==> config.mk <==
export PLATFORM = sky130hd
export DESIGN_NAME = micro_sequencer
export DESIGN_NICKNAME = d
export VERILOG_FILES = /design/src/rtl/micro_sequencer_pkg.sv /design/src/rtl/micro_stack.sv /design/src/rtl/micro_sequencer.sv
export SDC_FILE = /design/constraint.sdc
export NUM_CORES = 1
export LEC_CHECK = 0
export CAP_MARGIN = 20
export CORE_UTILIZATION = 35
export CTS_BUF_LIST = sky130_fd_sc_hd__clkbuf_4 sky130_fd_sc_hd__clkbuf_8
export CTS_CLUSTER_SIZE = 30
export DETAILED_ROUTE_END_ITERATION = 10
export SETUP_SLACK_MARGIN = 0.15
export SLEW_MARGIN = 20
export SYNTH_ARGS = -nofsm -noshare
export SYNTH_HDL_FRONTEND = slang
export SYNTH_HIERARCHICAL = 1
export SYNTH_SLANG_ARGS = --single-unit
==> constraint.sdc <==
create_clock -name clk -period 2.53 [get_ports clk]
set_input_delay 0.3795 -clock clk [delete_from_list [all_inputs] [get_ports clk]]
set_output_delay 0.3795 -clock clk [all_outputs]
set_load 0.02 [all_outputs]
==> src/rtl/micro_sequencer_pkg.sv <==
// Shared definitions for the microprogram sequencer: branch-op encodings,
// reset address, return-stack size and microword field positions.
package micro_sequencer_pkg;

  typedef enum logic [3:0] {
    BOP_NEXT      = 4'b0000,
    BOP_JZ        = 4'b0001,
    BOP_JNZ       = 4'b0010,
    BOP_JC        = 4'b0011,
    BOP_JGO       = 4'b0100,
    BOP_JNC       = 4'b0101,
    BOP_NEXT_6    = 4'b0110,
    BOP_JS        = 4'b0111,
    BOP_CALL      = 4'b1000,
    BOP_RET       = 4'b1001,
    BOP_JNS       = 4'b1010,
    BOP_NEXT_B    = 4'b1011,
    BOP_NEXT_C    = 4'b1100,
    BOP_NEXT_D    = 4'b1101,
    BOP_JMP       = 4'b1110,
    BOP_DISPATCH  = 4'b1111
  } bop_e;

  localparam logic [7:0]  RESET_ADDR  = 8'h00;
  localparam int unsigned STACK_DEPTH = 4;

  localparam int unsigned MICRO_AD_LSB = 0;
  localparam int unsigned MICRO_AD_MSB = 7;
  localparam int unsigned COUNT_BIT    = 8;
  localparam int unsigned BOP_LSB      = 9;
  localparam int unsigned BOP_MSB      = 12;

endpackage

==> src/rtl/micro_stack.sv <==
// Four-entry return-address LIFO; entries are unreset storage, masked while empty.
module micro_stack
  import micro_sequencer_pkg::*;
(
  input  logic       clk,
  input  logic       reset_n,
  input  logic       push,
  input  logic       pop,
  input  logic [7:0] data_in,
  output logic [7:0] data_out,
  output logic [2:0] depth,
  output logic       full,
  output logic       empty
);

  logic [7:0] mem [STACK_DEPTH];
  logic [2:0] depth_q;
  logic [2:0] top_idx;

  assign full    = (depth_q == 3'(STACK_DEPTH));
  assign empty   = (depth_q == 3'd0);
  assign depth   = depth_q;
  assign top_idx = depth_q - 3'd1;

  always_ff @(posedge clk or negedge reset_n) begin
    if (!reset_n) begin
      depth_q <= '0;
    end else if (push && !full) begin
      depth_q <= depth_q + 3'd1;
    end else if (pop && !empty) begin
      depth_q <= depth_q - 3'd1;
    end
  end

  always_ff @(posedge clk) begin
    if (push && !full) begin
      mem[depth_q[1:0]] <= data_in;
    end
  end

  assign data_out = empty ? '0 : mem[top_idx[1:0]];

endmodule

==> src/rtl/micro_sequencer.sv <==
// Microprogram sequencer: condition decode and next-address selection feeding
// a registered control-store address, with a return stack for call/return.
module micro_sequencer
  import micro_sequencer_pkg::*;
(
  input  logic       clk,
  input  logic       reset_n,
  input  logic [7:0] micro_ad,
  input  logic       count,
  input  logic [3:0] bop,
  input  logic [3:0] opcode,
  input  logic       go_bar,
  input  logic       zero,
  input  logic       carry,
  input  logic       sign,
  output logic [7:0] microaddress,
  output logic       enable_op,
  output logic       stack_err,
  output logic [2:0] stack_depth
);

  logic [7:0] next_addr;
  logic [7:0] incr_addr;
  logic [7:0] stack_top;
  logic       push;
  logic       pop;
  logic       err_set;
  logic       stack_full;
  logic       stack_empty;

  assign incr_addr = microaddress + 8'd1;
  assign enable_op = (bop == BOP_DISPATCH);

  always_comb begin
    next_addr = count ? incr_addr : microaddress;
    push      = 1'b0;
    pop       = 1'b0;
    err_set   = 1'b0;
    case (bop)
      BOP_JZ:       if (zero)    next_addr = micro_ad;
      BOP_JNZ:      if (!zero)   next_addr = micro_ad;
      BOP_JC:       if (carry)   next_addr = micro_ad;
      BOP_JNC:      if (!carry)  next_addr = micro_ad;
      BOP_JGO:      if (go_bar)  next_addr = micro_ad;
      BOP_JS:       if (sign)    next_addr = micro_ad;
      BOP_JNS:      if (!sign)   next_addr = micro_ad;
      BOP_JMP:      next_addr = micro_ad;
      BOP_DISPATCH: next_addr = {opcode, micro_ad[3:0]};
      BOP_CALL: begin
        // Overflowing call still branches; the stack is left untouched.
        next_addr = micro_ad;
        push      = !stack_full;
        err_set   = stack_full;
      end
      BOP_RET: begin
        next_addr = stack_empty ? RESET_ADDR : stack_top;
        pop       = !stack_empty;
        err_set   = stack_empty;
      end
      default: ;
    endcase
  end

  always_ff @(posedge clk or negedge reset_n) begin
    if (!reset_n) begin
      microaddress <= RESET_ADDR;
      stack_err    <= 1'b0;
    end else begin
      microaddress <= next_addr;
      if (err_set) begin
        stack_err <= 1'b1;
      end
    end
  end

  micro_stack u_stack (
    .clk      (clk),
    .reset_n  (reset_n),
    .push     (push),
    .pop      (pop),
    .data_in  (incr_addr),
    .data_out (stack_top),
    .depth    (stack_depth),
    .full     (stack_full),
    .empty    (stack_empty)
  );

endmodule
==> run_results.csv <==
group,metric,value,unit
sta,min_period_over_period,89.7,%
synthesis,synth_xor_xnor_area_share,4.48,%
setup_path,reg2reg_depth,6,
synthesis,async_flop_share,27.3,%
job,cap_violations,0,
synthesis,synth-edff-count,32,
hold_path,hold_path.class,"in2async",
placed_design,gp_congestion,0.875,
clock_network,clk_transition_reported_paths,0.09,ns
synthesis,synthCells,244,
drt,drt_iter0_drc,161,
global_routing,antenna_found_initial,0,
drt,vias,2108,
sta,tns,0,ns
placed_design,io_buffers,35,
drt,dr.pass1.iters,5,
drt,routed_wl,6540,um
global_routing,grt_pass1_wl,10400,um
pwr,p_switching,0.000974,W
drt,viasPerCell,5.45,
final_layout,num_antenna_cells,0,
setup_path,end_kind,"register",
sta,rsz0062_at_grt,"false",
synthesis,synth_compound_area_share,14.2,%
drt,drc,0,
global_routing,grt_pass1_vias,1998,
outcome,status,"complete, no violations",
clock_network,cts_buffers,5,
die,core_area,7410,um2
setup_path,required,2.49,ns
synthesis,synth-seq-cells,44,
synthesis,synth_flop_cell,"edfxtp_1",
sta,fin_ws,0.261,ns
die,die_height,90.4,um
pwr,p_comb_share,43.4,%
synthesis,ys.warnings.count,6,
pwr,cellLeakagePower,1.23,nW
final_layout,drive_gt1_share,16.3,%
drt,ant_nets,0,
global_routing,grt_max_degree,23,
clock_network,clock-sinks,44,
setup_path,arrival,2.23,ns
sta,max_slew_margin,57.1,%
clock_network,cts_root_buf,"clkbuf_8",
clock_network,htree_levels,2,
pwr,power.internal,0.00183,W
synthesis,yosysSeqAreaShare,46.1,%
placed_design,dpl_cell_area,3260,um2
global_routing,grt.total_usage,16.1,%
synthesis,yosysTopAreaCell,"edfxtp_1",
clock_network,cts.path.max_buffers,2,
synthesis,yosys.area_share.simple,18.4,%
synthesis,synth_top_family_by_area,"simple AND/OR/NAND/NOR gates",
die,io_pins,36,
pwr,total_power,0.00280,W
pwr,sequentialPowerShare,37.4,%
synthesis,synth_area_leaders,"edfxtp_1, dfrtp_1, mux4_2",
sta,post-route-min-period,2.27,ns
setup_path,rrSetupSlack,0.27,ns
synthesis,synth_top_area_share,35.1,%
synthesis,ys_types,57,
setup_path,critPathMaxFanout,8,
die,initial_core_util,37.0,%
clock_network,cts_tree,"yes",
sta,hold_violations,0,
sta,fmax,441,MHz
drt,drt-wirelength-per-cell,16.9,um
clock_network,insertion_delay,0.29,ns
die,die-area,8180,um2
sta,tightestPinTransition,0.641,ns
sta,skew,0.00855,ns
sta,slew_viol_final,0,
global_routing,gr-total-overflow,0,
setup_path,startpoint_type,"input port",
synthesis,synth_area,2740,um2
synthesis,syn-num-nets,274,
clock_network,ctsHoldBuffers,0,
pwr,p_sw_share,34.8,%
placed_design,place_worst_setup_slack,-0.0228,ns
setup_path,crit_type,"in2reg",
sta,whs,0.476,ns
final_layout,area_growth,23.7,%
placed_design,dpl.hpwl,5070,um
synthesis,syn_avg_cell_area,11.2,um2
synthesis,synthAdderAreaFrac,3.20,%
final_layout,fin_nets,317,
pwr,max-vdd-ir-drop,432,uV
die,die_w,90.4,um
final_layout,final_cell_area,3390,um2
die,placementRows,31,
pwr,p_per_area,827,nW/um2
pwr,power_frac_clock,19.2,%
synthesis,synthMuxAreaShare,8.46,%
sta,setup_viol,0,
## final timing paths
kind | to | startpoint
min reg2reg | stack_err | stack_err
min in group clk | stack_err | stack_err
max in group asynchronous | u_stack/depth[0] | reset_n
min | microaddress[7] | reset_n
max reg2reg | u_stack/mem[2][5] | u_stack/depth[1]
max | u_stack/mem[2][5] | bop[1]
## synthesized netlist by cell type (2+ instances only)
| library cell | number |
|---|---|
| a2111oi_2 | 2 |
| a21boi_1 | 3 |
| a21o_1 | 3 |
| a21oi_1 | 6 |
| a222oi_1 | 3 |
| a22oi_1 | 4 |
| a32oi_1 | 2 |
| and2_1 | 5 |
| and3_1 | 3 |
| buf_2 | 8 |
| buf_4 | 2 |
| buf_6 | 3 |
| clkbuf_1 | 3 |
| dfrtp_1 | 12 |
| edfxtp_1 | 32 |
| ha_1 | 7 |
| inv_1 | 10 |
| mux2i_1 | 4 |
| mux4_2 | 8 |
| nand2_1 | 15 |
| nand2b_1 | 7 |
| nand3_1 | 8 |
| nand3b_1 | 4 |
| nand4_1 | 4 |
| nor2_1 | 10 |
| nor2b_1 | 15 |
| nor3_1 | 5 |
| nor4_1 | 2 |
| o211ai_1 | 4 |
| o21ai_0 | 6 |
| o21ai_1 | 3 |
| o31ai_1 | 2 |
| or3_1 | 3 |
| xnor2_1 | 8 |
| xor2_1 | 6 |
## cells in the final DEF, fill, tap and decap left out, types with 3 or more instances in the layout
master,netlist,routed
mux4_2,8,8
or3_1,3,3
nand2_1,15,15
xnor2_1,8,8
nor2b_1,15,15
xor2_1,6,6
dfrtp_1,12,10
edfxtp_1,32,32
ha_1,7,6
nand4_1,4,4
a22oi_1,4,4
inv_1,10,9
o211ai_1,4,4
nand3b_1,4,4
buf_4,2,17
clkbuf_8,0,5
a222oi_1,3,3
a21boi_1,3,3
a21oi_1,6,6
mux2i_1,4,4
o21ai_0,6,6
o21ai_1,3,3
and3_1,3,3
clkdlybuf4s50_1,0,34
a21o_1,3,3
nor3_1,5,5
nand3_1,8,8
nand2b_1,7,7
nor2_1,10,10
and2_1,5,4
## power by group through the flow
stage / logic (W) / clock network, W / registers, W
final: 0.00122 / 0.000538 / 0.00105
after global routing: 0.00133 / 0.000575 / 0.00106
after CTS: 0.00120 / 0.000546 / 0.00104
after detailed placement: 0.00119 / 0 / 0.00106
after global placement: 0.00118 / 0 / 0.00106
after floorplan: 0.000790 / 0 / 0.00108
## critical path: stages
cell and delay [ns]:
clkdlybuf4s50_1 0.49, or2_2 0.33, nor3_1 0.21, a21boi_1 0.40, and2_1 0.41
## sequential cells by signal, summed over array words and instances (netlist names)
| name | flops |
|---|---|
| microaddress | 8 |
| stack_err | 1 |
| u_stack/depth | 3 |
| u_stack/mem | 32 |
## per-layer routing
metal | wire (um) | global-route usage (%) | vias to the layer above
met2 | 2990 | 24.9 | 57
met4 | 15 | 2.42 | 0
met1 | 3260 | 23.5 | 1045
met5 | 0 | 0 | -
li1 | - | - | 1004
met3 | 274 | 3.45 | 2
## what timing repair did
| item | CTS | global route |
|---|---|---|
| buffers inserted | 0 | 2 |
| resized for setup | 0 | 3 |
| setup endpoints to repair | 0 | 34 |
## area by class of cell
class	instances	area, um2
tap	99	124
sequential	44	1260
fill	684	4020
clock buffer	5	68.8
inverter	10	40.0
timing repair buffer	53	500
clock inverter	3	42.5
multi-input combinational	173	1350
## kinds of logic (layout without fill, tap and decap cells)
group / after synthesis / count (layout)
muxes: 13 / 13
adders and majority gates: 7 / 7
buffers and inverters: 27 / 71
AOI/OAI and AO/OA: 51 / 51
xor gates and xnor gates: 14 / 14
and+or+nand+nor: 88 / 88
DFF: 44 / 44
## metrics by stage
step	instances	util, %
floorplan	244	-
global placement	377	43.9
detailed placement	377	43.9
CTS	385	45.4
global route	387	45.7
finish	387	45.7
Power figures use the tool's default switching activity.
